### src/rtl/bicintp_feed.sv
// bicintp_feed: front-end sequencer for the bicubic interpolation datapath.
// Takes one output-pixel request, issues 4 contiguous line-buffer reads
// (columns x-1..x+2) and presents Keys-cubic (a=-0.5) tap weights to the
// calculator, aligned with the RAM read data RAM_LAT cycles later.
// Optional build macro BICINTP_FEED_EDGE_MIRROR_EN selects reflect-without-
// repeat border handling; when undefined, out-of-line columns are clamped.
module bicintp_feed #(
  parameter int ADDR_W  = 12,
  parameter int FRAC_W  = 4,
  parameter int RAM_LAT = 1
)(
  input  logic              sys_clk,
  input  logic              sys_rstn,
  input  logic              req_vld,
  output logic              req_rdy,
  input  logic [ADDR_W-1:0] req_x_int,
  input  logic [FRAC_W-1:0] req_x_frac,
  input  logic [FRAC_W-1:0] req_y_frac,
  input  logic [ADDR_W-1:0] line_w,
  output logic              ram_rd_en,
  output logic [ADDR_W-1:0] ram_rd_addr,
  output logic              intp_enb,
  output logic [7:0]        w_x,
  output logic [7:0]        w_y_0,
  output logic [7:0]        w_y_1,
  output logic [7:0]        w_y_2,
  output logic [7:0]        w_y_3,
  output logic              busy
);

  localparam int NPH = 1 << FRAC_W;
  // Two guard bits: x_int+2 and 2*(W-1) must not overflow the signed column.
  localparam int CW  = ADDR_W + 2;
  localparam logic signed [CW-1:0] ONE = 1;

  typedef enum logic {IDLE, RUN} state_t;

  typedef struct packed {
    logic [ADDR_W-1:0] x_int;
    logic [FRAC_W-1:0] x_frac;
    logic [FRAC_W-1:0] y_frac;
  } req_t;

  // ---------------------------------------------------------------------
  // Kernel table, built at elaboration from the Keys cubic.
  // Distance n is in units of 1/NPH; weights are x128, rounded half-up.
  // ---------------------------------------------------------------------
  function automatic longint fdiv(input longint a, input longint b);
    longint q;
    q = a / b;
    if ((a % b != 0) && (a < 0)) q = q - 1;
    return q;
  endfunction

  function automatic int keys_w(input int n);
    longint s, s3, nn, num;
    s  = longint'(NPH);
    s3 = s * s * s;
    nn = longint'(n);
    if (nn <= s)
      num = 192*nn*nn*nn - 320*nn*nn*s + 128*s3;
    else if (nn < 2*s)
      num = -64*nn*nn*nn + 320*nn*nn*s - 512*nn*s*s + 256*s3;
    else
      num = 0;
    return int'(fdiv(num + s3/2, s3));
  endfunction

  function automatic logic [NPH*32-1:0] build_lut();
    logic [NPH*32-1:0] r;
    int t0, t1, t2, t3;
    r = '0;
    for (int p = 0; p < NPH; p++) begin
      t0 = keys_w(NPH + p);
      t2 = keys_w(NPH - p);
      t3 = keys_w(2*NPH - p);
      // Centre tap absorbs rounding so every phase sums to exactly 128.
      t1 = 128 - (t0 + t2 + t3);
      r[(p*4+0)*8 +: 8] = 8'(t0);
      r[(p*4+1)*8 +: 8] = 8'(t1);
      r[(p*4+2)*8 +: 8] = 8'(t2);
      r[(p*4+3)*8 +: 8] = 8'(t3);
    end
    return r;
  endfunction

  localparam logic [NPH*32-1:0] KLUT = build_lut();

  function automatic logic [7:0] lut(input logic [FRAC_W-1:0] ph, input logic [1:0] k);
    return KLUT[int'({ph, k})*8 +: 8];
  endfunction

  // Source column of tap k: x_int - 1 + k, signed so the left edge goes negative.
  function automatic logic signed [CW-1:0] col_of(input logic [ADDR_W-1:0] x, input logic [1:0] k);
    logic signed [CW-1:0] c;
    c = $signed({2'b00, x}) + $signed({{(CW-2){1'b0}}, k}) - ONE;
    return c;
  endfunction

  // Fold an out-of-line column back into 0..W-1.
  function automatic logic [ADDR_W-1:0] border(input logic signed [CW-1:0] c,
                                               input logic [ADDR_W-1:0] w);
    logic signed [CW-1:0] wm1, r;
    wm1 = $signed({2'b00, w}) - ONE;
`ifdef BICINTP_FEED_EDGE_MIRROR_EN
    if (c < 0)        r = -c;
    else if (c > wm1) r = (wm1 <<< 1) - c;
    else              r = c;
`else
    if (c < 0)        r = '0;
    else if (c > wm1) r = wm1;
    else              r = c;
`endif
    return r[ADDR_W-1:0];
  endfunction

  // ---------------------------------------------------------------------
  // Sequencer state and the RAM-latency alignment pipe.
  // Stage 0 is the issue cycle (ram_rd_en); stage RAM_LAT meets p0..p3.
  // ---------------------------------------------------------------------
  state_t                   state;
  logic [1:0]               k;
  req_t                     cap;
  logic [RAM_LAT:0]         vld_pipe;
  logic [RAM_LAT-1:0]       first_pipe;
  logic [RAM_LAT:0][7:0]    wx_pipe;
  logic                     accept;

  assign req_rdy   = (state == IDLE) | ((state == RUN) & (k == 2'd3));
  assign accept    = req_vld & req_rdy;
  assign ram_rd_en = vld_pipe[0];
  assign intp_enb  = vld_pipe[RAM_LAT];
  assign w_x       = wx_pipe[RAM_LAT];
  assign busy      = |vld_pipe;

  // FSM: capture on accept, step k=0..3 issuing reads, chain the next group with no bubble.
  always_ff @(posedge sys_clk or negedge sys_rstn) begin
    if (!sys_rstn) begin
      state       <= IDLE;
      k           <= 2'd0;
      cap         <= '0;
      ram_rd_addr <= '0;
      vld_pipe    <= '0;
      first_pipe  <= '0;
      wx_pipe     <= '0;
    end else begin
      if (accept) begin
        state         <= RUN;
        k             <= 2'd0;
        cap           <= '{x_int: req_x_int, x_frac: req_x_frac, y_frac: req_y_frac};
        ram_rd_addr   <= border(col_of(req_x_int, 2'd0), line_w);
        vld_pipe[0]   <= 1'b1;
        first_pipe[0] <= 1'b1;
        wx_pipe[0]    <= lut(req_x_frac, 2'd0);
      end else if ((state == RUN) && (k != 2'd3)) begin
        k             <= k + 2'd1;
        ram_rd_addr   <= border(col_of(cap.x_int, k + 2'd1), line_w);
        vld_pipe[0]   <= 1'b1;
        first_pipe[0] <= 1'b0;
        wx_pipe[0]    <= lut(cap.x_frac, k + 2'd1);
      end else begin
        state         <= IDLE;
        vld_pipe[0]   <= 1'b0;
        first_pipe[0] <= 1'b0;
        wx_pipe[0]    <= 8'h00;
      end
      for (int i = 1; i <= RAM_LAT; i++) begin
        vld_pipe[i] <= vld_pipe[i-1];
        wx_pipe[i]  <= wx_pipe[i-1];
      end
      for (int i = 1; i < RAM_LAT; i++) first_pipe[i] <= first_pipe[i-1];
    end
  end

  // Vertical weights: load on the group's first tap, hold until the next group's first tap.
  // cap.y_frac is still this group's phase here: the next accept is >= 4 cycles after
  // this one, and RAM_LAT <= 3.
  always_ff @(posedge sys_clk or negedge sys_rstn) begin
    if (!sys_rstn) begin
      w_y_0 <= 8'h00;
      w_y_1 <= 8'h00;
      w_y_2 <= 8'h00;
      w_y_3 <= 8'h00;
    end else if (first_pipe[RAM_LAT-1]) begin
      w_y_0 <= lut(cap.y_frac, 2'd0);
      w_y_1 <= lut(cap.y_frac, 2'd1);
      w_y_2 <= lut(cap.y_frac, 2'd2);
      w_y_3 <= lut(cap.y_frac, 2'd3);
    end
  end

endmodule

### config.mk
export PLATFORM = sky130hd
export DESIGN_NAME = bicintp_feed
export DESIGN_NICKNAME = d
export VERILOG_FILES = /design/src/rtl/bicintp_feed.sv
export SDC_FILE = /design/constraint.sdc
export NUM_CORES = 1
export LEC_CHECK = 0
export CAP_MARGIN = 20
export CORE_AREA = 2 2 131 146
export CTS_BUF_LIST = sky130_fd_sc_hd__clkbuf_8
export CTS_CLUSTER_SIZE = 8
export DETAILED_ROUTE_END_ITERATION = 10
export DIE_AREA = 0 0 133 148
export MAX_ROUTING_LAYER = met4
export PLACE_DENSITY = 0.55
export SYNTH_ARGS = -nofsm -noshare
export SYNTH_HDL_FRONTEND = slang
export SYNTH_SLANG_ARGS = --single-unit
### constraint.sdc
create_clock -name sys_clk -period 11.6 [get_ports sys_clk]
set_input_delay 2.32 -clock sys_clk [delete_from_list [all_inputs] [get_ports sys_clk]]
set_output_delay 2.32 -clock sys_clk [all_outputs]
set_load 0.005 [all_outputs]
==> results of run 1 <==
-- cell families (layout without fill, tap and decap cells) --
group,Yosys count,count (layout)
XOR/XNOR,29,29
adder cells (fa/ha/maj),67,67
flip-flops,79,79
AO/OA/AOI/OAI,209,209
AND/OR/NAND/NOR,218,218
multiplexers,24,24
other,1,1
buffers and inverters,130,187
-- power by group --
part | total [mW] | switching [mW] | leakage, nW | internal, mW
sequential | 0.557 | 0.145 | 0.951 | 0.413
clock | 0.222 | 0.118 | 0.100 | 0.104
combinational | 1.52 | 0.803 | 2.23 | 0.719
-- placed cells by master, fill, tap and decap left out, types with 5 or more instances in the layout --
cell type | synthesis | final
nor4_1 | 5 | 5
inv_1 | 74 | 74
nand3_1 | 14 | 14
mux2i_1 | 12 | 12
nand2b_1 | 8 | 8
xor2_1 | 16 | 16
or4_1 | 5 | 5
a221o_1 | 8 | 8
mux2_2 | 9 | 9
nor2b_1 | 5 | 5
a221oi_1 | 6 | 6
clkdlybuf4s50_1 | 0 | 88
xnor2_1 | 13 | 13
nor2_1 | 51 | 51
o21ai_0 | 65 | 65
o21a_1 | 5 | 5
clkbuf_8 | 0 | 9
o211ai_1 | 14 | 14
o22ai_1 | 10 | 10
and3_1 | 6 | 6
a21oi_1 | 51 | 51
a31oi_1 | 5 | 5
ha_1 | 66 | 66
o221ai_1 | 7 | 7
nor3_1 | 12 | 12
dfrtp_1 | 79 | 79
a211oi_1 | 8 | 8
nand2_1 | 94 | 94
-- layer usage --
layer,share of wire [%],up-vias,wire length (um)
li1,-,2754,-
met1,46,2533,7510
met2,48,144,7810
met3,4.5,15,731
met4,1.1,0,186
met5,0,-,0
-- per-stage QoR --
| stage | utilization (%) | worst slack (ns) | total power [mW] |
|---|---|---|---|
| after global placement | 39.8 | 4.62 | 2.08 |
| final | 41.1 | 4.64 | 2.30 |
| after global routing | 41.1 | 4.07 | 2.56 |
| after detailed placement | 39.8 | 4.57 | 2.09 |
| after floorplan | - | 5.90 | 1.61 |
| after CTS | 40.9 | 4.64 | 2.32 |
-- sequential cells by signal, summed over array words and instances, names as in the netlist, 2 cells and up --
| name | flops |
|---|---|
| w_x | 8 |
| ram_rd_addr | 12 |
| w_y_0 | 5 |
| wx_pipe | 8 |
| vld_pipe | 2 |
| w_y_2 | 7 |
| cap | 20 |
| w_y_1 | 8 |
| k | 2 |
| w_y_3 | 5 |
-- worst paths after layout --
kind                       depth (start not counted)        from        endpoint  slack, ns
max                                               20        k[0]  ram_rd_addr[6]       4.64
min                                                0  wx_pipe[2]          w_x[2]       0.35
max reg2reg                                       20        k[0]  ram_rd_addr[6]       4.64
min reg2reg                                        0  wx_pipe[2]          w_x[2]       0.35
max in group asynchronous                          2    sys_rstn        w_y_3[2]       9.23
min in group asynchronous                          1    sys_rstn        w_y_0[3]       1.77
-- worst max-delay path: cells and delay by family (launching register included) --
kind                       cells  cell delay (ns)
adders and majority gates      5             1.93
AOI/OAI and AO/OA              5             1.80
and+or+nand+nor                5             1.12
buffers and inverters          4             1.02
DFF                            1             0.62
muxes                          1             0.34
-- area by class of cell --
class                   instances  share of cell area [%]
inverters                      78                    3.93
clock buffers                   9                    1.66
clock inverters                 7                    1.14
repair buffers                 93                    12.6
multi-input cells             548                    50.1
flip-flops and latches         79                    26.5
well taps                     243                    4.08
==> Flow_metrics.wiki, run 1 <==
{| class="wikitable"
! Metric !! Value
|-
| Final worst path period share || 60.0%
|-
| Number of buffers added by the clock tree synthesis step || 9
|-
| HP Class || reg2reg
|-
| WP data arrival || 7.21 ns
|-
| Synth Flop Type || dfrtp_1
|-
| Multiplexer area fraction after synthesis || 4.62%
|-
| Final hold slack || 0.354 ns
|-
| Total cell area at the placement stage || 7220 sq um
|-
| Most instantiated cells after synthesis || nand2_1, dfrtp_1, inv_1, ha_1, o21ai_0
|-
| Post-synthesis sequential element count || 79
|-
| Adder-cell area share of the yosys netlist || 13.5%
|-
| Skew final || 0.0152 ns
|-
| Synth-to-Final Area Change || 19.2%
|-
| Final Instance Count excl. Fillers || 1057
|-
| Total Routing Usage GR || 17.5%
|-
| Final Setup Violations || 0
|-
| Post-CTS setup repair buffer count || 0
|-
| Skew-Pair Late Insertion Delay || 0.37 ns
|-
| Cell area after layout || 7450 sq um
|-
| Remaining antenna violation count after routing || 0
|-
| Cell types with the largest area share after synthesis || dfrtp_1, ha_1, nand2_1, o21ai_0, inv_1
|-
| Buffer cell driving the clock tree root || clkbuf_8
|-
| Maximum root-to-sink buffer count || 2
|-
| Final weighted congestion in routability-driven placement || 0.830
|-
| Xor and xnor fraction of the mapped netlist area || 4.06%
|-
| Initial Util || 34.4%
|-
| Combinational family with the most area after synthesis || compound AO/OA/AOI/OAI gates
|-
| Most used standard cell by instance count after synthesis || nand2_1
|-
| Slowest stage cell on the critical path || a222oi_1
|-
| Worst Path Required || 11.85 ns
|-
| Met3 Usage GRT || 2.54%
|-
| Count of TritonRoute iterations in the first routing pass || 5
|-
| Average routed wire per standard cell || 15.4 um
|-
| Initial antenna violation count || 0
|-
| Distinct cells, synth || 66
|-
| Instance count after placement with tap cells included || 1040
|-
| Remaining Overflow, GRT || 0
|-
| Ports placed on the boundary || 91
|-
| Crit end category || flip-flop
|-
| Clock tree from TritonCTS || done
|-
| Number of cell rows || 52
|-
| Number of gates given a new drive strength after cts || 0
|-
| Estimated wirelength of the detail-placed design || 12200 um
|-
| Worst setup path class || reg2reg
|-
| Footprint of the multi-input gates || 3730 sq um
|-
| Cell with the most instances on the worst path || ha_1
|-
| Area share of and/or/nand/nor cells after synthesis || 16.0%
|-
| GR met1 Demand/Resource || 23.0%
|-
| CP peak stage delay || 0.92 ns
|-
| # nets final || 911
|-
| Die Width || 133 um
|-
| Via count of the first global-routing pass || 5219
|-
| Area of the mapped netlist || 6250 sq um
|-
| Static Leak || 3.28 nW
|-
| Leading area contributor after synthesis || dfrtp_1
|-
| First-pass GRT wire length || 27100 um
|-
| Transition time at the pin with the least slew margin || 1.15 ns
|-
| Number of hold violations in the final report || 0
|-
| Drc violations || 0
|-
| Time the worst path needs with I/O delays and setup || 6.96 ns
|-
| Worst VDD drop || 0.0000901 V
|-
| Number of design-rule violations left by the first detailed-router iteration || 356
|-
| Launching element type of the critical path || flip-flop
|-
| Average cell area after synthesis || 8.26 sq um
|-
| Pin count of the biggest net entering global routing || 80
|-
| Worst path cell trace || inv_1, ha_1, clkinv_1, ha_1, inv_1, ha_1, fa_1, a211oi_1, nor2_1, o22a_1, or4_1, and3_4, ha_1, nand4_1, nor3_1, o31ai_1, a222oi_1, buf_4, mux2_2, a221o_1
|-
| Avg Vias per Cell || 5.15
|-
| Area taken by flip-flops and latches || 1980 sq um
|-
| EDFF count, synth || 0
|-
| Part of the Yosys area used for sequential elements || 31.6%
|-
| Relative slew slack || 23.5%
|-
| Setup repair after global routing missed its margin || no
|-
| Core box area || 18200 sq um
|-
| Ys Warns || 0
|-
| Pins over their slew limit || 0
|-
| Sink Count || 79
|-
| Nets in the synthesized netlist || 859
|-
| Area of the die || 19700 sq um
|-
| Die Height || 148 um
|-
| Max Cap Viol || 0
|-
| Post-synth top area share || 31.6%
|-
| Synth Area in Compound Gates || 21.4%
|-
| Total Negative Setup Slacks || 0 ns
|-
| Synth async-reset ratio || 100%
|-
| Via Count || 5446
|-
| Total inserted antenna cells || 0
|-
| CTS hold repair buffers || 0
|-
| Fraction of final layout cells sized beyond drive strength 1 || 5.04%
|-
| Register clock-pin slew on the reported worst setup and hold paths || 0.09 ns
|-
| Synthesized netlist cell count || 757
|-
| Met2 Resource Use GR || 28.7%
|-
| Most crowded layer after global routing || met2
|-
| Highest net fanout along the worst path || 12
|-
| H-tree levels || 3
|-
| Result of the run || completed
|-
| Upper clock frequency limit || 144 MHz
|-
| Fill cell total of the finished layout || 1831
|-
| Final Routed Wirelength || 16200 um
|-
| Number of I/O port buffers || 89
|-
| Areal power density over the cells || 309 nW/um^2
|}
Note: power is estimated with default switching activity, not from simulation.
==> run 2: changes to the inputs <==
==> constraint.sdc (replaced) <==
create_clock -name sys_clk -period 6.85 [get_ports sys_clk]
set_input_delay 1.37 -clock sys_clk [delete_from_list [all_inputs] [get_ports sys_clk]]
set_output_delay 1.37 -clock sys_clk [all_outputs]
set_load 0.005 [all_outputs]
==> Flow_metrics.wiki, run 2 (synthesized netlist as in run 1, its figures left out) <==
{| class="wikitable"
! Metric !! Value
|-
| Ports placed on the boundary || 91
|-
| Via Count || 5521
|-
| Psw || 1.83 mW
|-
| Via count of the first global-routing pass || 5244
|-
| Maximum root-to-sink buffer count || 2
|-
| Remaining antenna violation count after routing || 0
|-
| Setup WS pre-CTS || 1.09 ns
|-
| Path depth of the worst reg2reg path || 21
|-
| Final Routed Wirelength || 16400 um
|-
| Setup repair after global routing missed its margin || no
|-
| Crit end category || flip-flop
|-
| Core box area || 18200 sq um
|-
| Synth-to-Final Area Change || 19.1%
|-
| CTS hold repair buffers || 0
|-
| Proportion of power drawn by flip-flops and latches || 23.9%
|-
| Worst Path Required || 7.11 ns
|-
| Buffer cell driving the clock tree root || clkbuf_8
|-
| Die Height || 148 um
|-
| Upper clock frequency limit || 177 MHz
|-
| Highest net fanout along the worst path || 11
|-
| Post-CTS setup repair buffer count || 0
|-
| Total inserted antenna cells || 0
|-
| Commonest cells after routing, fill and taps aside || nand2_1, clkdlybuf4s50_1, dfrtp_1, inv_1, ha_1
|-
| Reg-to-Reg Start || k[1]
|-
| Final weighted congestion in routability-driven placement || 0.888
|-
| Areal power density over the cells || 524 nW/um^2
|-
| Final worst path period share || 82.6%
|-
| Number of cell rows || 52
|-
| Avg Vias per Cell || 5.20
|-
| Number of I/O port buffers || 89
|-
| Worst setup path class || reg2reg
|-
| Sw Share || 46.8%
|-
| # nets final || 916
|-
| Average routed wire per standard cell || 15.5 um
|-
| Cell area after layout || 7450 sq um
|-
| Clock tree from TritonCTS || done
|-
| Crit path launch || k[1]
|-
| Number of hold violations in the final report || 0
|-
| H-tree levels || 3
|-
| Worst path cell trace || inv_1, ha_1, clkinv_1, buf_4, ha_1, inv_1, ha_1, fa_1, a211oi_1, nor2_1, o22a_1, or4_1, and3_4, ha_1, nand4_1, nor3_1, o31ai_1, a222oi_1, buf_4, mux2_2, a221o_1
|-
| Relative contribution of combinational cells to total power || 67.4%
|-
| Total Negative Setup Slacks || 0 ns
|-
| Result of the run || completed
|-
| WHS Path Cells || 0
|-
| Number of buffers added by the clock tree synthesis step || 9
|-
| Total Routing Usage GR || 17.4%
|-
| Fraction of final layout cells sized beyond drive strength 1 || 5.62%
|-
| Max Cap Viol || 0
|-
| Worst VDD drop || 0.000178 V
|-
| Die Width || 133 um
|-
| Remaining Overflow, GRT || 0
|-
| Count of TritonRoute iterations in the first routing pass || 7
|-
| Share of the core filled with cells in the final layout || 41.0%
|-
| Static Leak || 3.29 nW
|-
| Final Instance Count excl. Fillers || 1062
|-
| Transition time at the pin with the least slew margin || 0.930 ns
|-
| Worst r2r dst || ram_rd_addr[4]
|-
| Skew final || 0.00743 ns
|-
| Register-to-register path setup slack || 1.20 ns
|-
| CP peak stage delay || 0.56 ns
|-
| Area of the die || 19700 sq um
|-
| Relative slew slack || 38.0%
|-
| Number of design-rule violations left by the first detailed-router iteration || 342
|-
| Worst Setup Slack, final || 1.20 ns
|-
| Endpoint with the worst hold slack || w_x[0]
|-
| Final hold slack || 0.347 ns
|-
| WP data arrival || 5.92 ns
|-
| Commonest non-fill, non-tap cell in the layout || nand2_1
|-
| Slowest stage cell on the critical path || ha_1
|-
| Pint || 2.08 mW
|-
| Cell with the most instances on the worst path || ha_1
|-
| Cell class contributing the biggest share of worst-path delay || adder cells
|-
| Register clock-pin slew on the reported worst setup and hold paths || 0.09 ns
|-
| Drc violations || 0
|-
| HP Class || reg2reg
|-
| Pins over their slew limit || 0
|-
| Total buffers and inverters traversed by the critical path || 5
|-
| First-pass GRT wire length || 26800 um
|-
| Instance count after placement with tap cells included || 1046
|-
| Final Setup Violations || 0
|-
| Registers with the most flip-flops || cap x20, ram_rd_addr x12
|-
| Total chip power || 3.90 mW
|-
| Estimated wirelength of the detail-placed design || 12500 um
|-
| Time the worst path needs with I/O delays and setup || 5.65 ns
|-
| Initial antenna violation count || 0
|-
| Skew-Pair Late Insertion Delay || 0.37 ns
|-
| Relative contribution of the clock network to total power || 8.7%
|-
| Total cell area at the placement stage || 7260 sq um
|-
| Launching element type of the critical path || flip-flop
|-
| Startpoint of the most critical hold path || wx_pipe[0]
|-
| Sink Count || 79
|-
| Pin count of the biggest net entering global routing || 59
|-
| Max FFs per register || 20
|-
| Largest register by flop count || cap
|-
| Initial Util || 34.4%
|-
| Number of gates given a new drive strength after cts || 0
|}
[run 2: cell count changes in the layout (fill, tap and decap cells not counted), sizes merged]
| cell | delta |
|---|---|
| bufinv | -1 |
| buf | +5 |
| clkinv | +3 |
| inv | -1 |
| clkinvlp | -1 |
[run 2: how the worst max path moves through the flow]
stage                     cells past startpoint  slack, ns         endpoint
final                                        21       1.20   ram_rd_addr[4]
after global routing                         21       0.77   ram_rd_addr[5]
after CTS                                    21       1.18   ram_rd_addr[4]
after detailed placement                     14       1.09  ram_rd_addr[11]
after global placement                       14       1.18  ram_rd_addr[11]
after floorplan                              21       1.61  ram_rd_addr[10]
[run 2: power by group through the flow]
stage | Combinational [mW] | Clock, mW | Sequential [mW]
floorplan | 1.90 | 0 | 0.826
global placement | 2.63 | 0 | 0.945
detailed placement | 2.63 | 0 | 0.942
CTS | 2.65 | 0.357 | 0.936
global route | 2.97 | 0.372 | 0.977
finish | 2.63 | 0.339 | 0.934
[run 2: routing by layer]
| layer | track usage [%] | up-vias | share of wire, % |
|---|---|---|---|
| met2 | 27.9 | 141 | 47 |
| met3 | 2.47 | 21 | 4.3 |
| met1 | 22.8 | 2595 | 47 |
| met4 | 5.75 | 0 | 1.7 |
| li1 | - | 2764 | - |
| met5 | - | - | 0 |
[run 2: cell type report]
class                           count  area [sq um]
Clock inverter                      7          62.6
Timing Repair Buffer               98           956
Fill cell                        1909         10700
Sequential cell                    79          1980
Multi-Input combinational cell    548          3730
Clock buffer                        9           124
Inverter                           78           293
Tap cell                          243           304
==> patch, RTL diff (flow settings as in run 2) <==
Make the reset (`sys_rstn`) synchronous in 2 clocked blocks.
--- a/src/rtl/bicintp_feed.sv
+++ b/src/rtl/bicintp_feed.sv
@@ -134,7 +134,7 @@
   assign busy      = |vld_pipe;
 
   // FSM: capture on accept, step k=0..3 issuing reads, chain the next group with no bubble.
-  always_ff @(posedge sys_clk or negedge sys_rstn) begin
+  always_ff @(posedge sys_clk) begin
     if (!sys_rstn) begin
       state       <= IDLE;
       k           <= 2'd0;
@@ -175,7 +175,7 @@
   // Vertical weights: load on the group's first tap, hold until the next group's first tap.
   // cap.y_frac is still this group's phase here: the next accept is >= 4 cycles after
   // this one, and RAM_LAT <= 3.
-  always_ff @(posedge sys_clk or negedge sys_rstn) begin
+  always_ff @(posedge sys_clk) begin
     if (!sys_rstn) begin
       w_y_0 <= 8'h00;
       w_y_1 <= 8'h00;
Check against the original RTL: differs if sys_rstn is asserted again (counterexample within 4 cycles, from zero or initial values and one cycle with sys_rstn low); with sys_rstn held inactive, the same outputs for 4 cycles.
==> patch against run 2 <==
Maximum frequency is 4.1% lower. Sequential cell count stayed put. Setup slack worse by 0.24 ns. Core utilization is 1.6 points lower. Wire length is 1.5% higher. Sequential share of layout area is 4.5 points lower. Final cell count is 1.2% higher. Synthesized area is 3.9% lower. Design area is 3.8% lower. Critical endpoint is now ram_rd_addr[6].
Power is not compared: it rests on default switching activity, and its combinational part moved more than twofold at a synthesized area within 25%.
==> patch: results (changes against run 2) <==
- The final-stage net count is 929 (was 916).
- The distinct cell type count after synthesis came to 65 (was 66).
- The weighted congestion at the end of routability-driven global placement came to 0.897 (was 0.888).
- The path class of the lowest-slack min-delay path is flip-flop to flip-flop (unchanged).
- The global routing usage summed across all routing layers was 17.5% (was 17.4%).
- The global-route met2 utilization is 28.5% (was 27.9%).
- Commonest cells post-synth: sky130_fd_sc_hd__nand2_1, sky130_fd_sc_hd__dfxtp_1, sky130_fd_sc_hd__a21oi_1, sky130_fd_sc_hd__nor2_1, sky130_fd_sc_hd__ha_1 (was sky130_fd_sc_hd__nand2_1, sky130_fd_sc_hd__dfrtp_1, sky130_fd_sc_hd__inv_1, sky130_fd_sc_hd__ha_1, sky130_fd_sc_hd__o21ai_0).
- The cell count of the worst hold path is 1 (was 0).
- The worst-path maximum fanout is 14 (was 11).
- The proportion of synthesized flip-flops having asynchronous set or reset came to 0% (was 100%).
- Run status: finished, final reports clean (unchanged).
- The core utilization of the finished layout was 39.5% (was 41.0%).
- The final routed wirelength across all metal layers was 16700 µm (was 16400 µm).
- The via count of the first global-routing pass is 5240 (was 5244).
- The met1 global-route usage came to 21.8% (was 22.8%).
- The worst-skew pair later-pin latency was 0.39 ns (was 0.37 ns).
- The pin count of the biggest net entering global routing is 56 (was 59).
- The worst-case clock skew is 0.00940 ns (was 0.00743 ns).
- The vias after detailed routing is 5560 (was 5521).
- The filler-free cell count of the finished design came to 1075 (was 1062).
- The fraction of final layout cells sized beyond drive strength 1 is 4.93% (was 5.62%).
- The relative slew slack is 28.8% (was 38.0%).
- The instance count of the mapped netlist is 782 (was 757).
- Leading post-synthesis cells by cell area: sky130_fd_sc_hd__dfxtp_1, sky130_fd_sc_hd__ha_1, sky130_fd_sc_hd__a21oi_1 (was sky130_fd_sc_hd__dfrtp_1, sky130_fd_sc_hd__ha_1, sky130_fd_sc_hd__nand2_1).
- The wire length of the first global-routing pass came to 26800 µm (about the same).
- The placed cell area came to 6960 µm² (was 7260 µm²).
- The worst setup slack before clock tree synthesis is 1.05 ns (was 1.09 ns).
- The cell at the slowest stage of the critical path is sky130_fd_sc_hd__nor2_1 (was sky130_fd_sc_hd__ha_1).
- The number of nets in the synthesized netlist is 884 (was 859).
- The largest stage delay on the critical path is 0.65 ns (was 0.56 ns).
- The met3 global-route usage is 3.43% (was 2.47%).
- The sequential cell area fraction in the yosys report was 26.3% (was 31.6%).
- The length of the first detailed-routing pass in iterations is 5 (was 7).
- The arrival time at the worst endpoint is 6.21 ns (was 5.92 ns).
- The number of DRC violations after detailed-routing iteration 0 is 390 (was 342).
- The buffer levels on the longest clock path came to 2 (unchanged).
- The detailed-placement wirelength estimate is 12200 µm (was 12500 µm).
==> patch: layout make-up <==
class	count	area [µm²]
fillers	1898	11000
multi-input cells	595	3960
flip-flops and latches	79	1580
repair buffers	97	951
well taps	243	304
inverters	45	169
clock buffers	9	124
clock inverters	7	78.8
==> patch: worst paths after layout <==
path / start / to / slack (ns)
max: k[0] / ram_rd_addr[6] / 0.96
min: wx_pipe[2] / w_x[2] / 0.44
max reg2reg: k[0] / ram_rd_addr[6] / 0.96
min reg2reg: wx_pipe[2] / w_x[2] / 0.44
==> patch: routing by layer <==
layer	wire length, µm	up-vias
met5	0	-
li1	-	2842
met4	360	0
met3	774	23
met1	7770	2547
met2	7740	148
==> patch: cells by family after synthesis <==
kind of cell    share of synthesized area, %
simple gates                            21.4
compound gates                          22.8
buf+inv                                 7.83
flops                                   26.3
fa+ha+maj                               14.1
xor+xnor                                4.37
mux                                     3.10
other cells                           0.0624
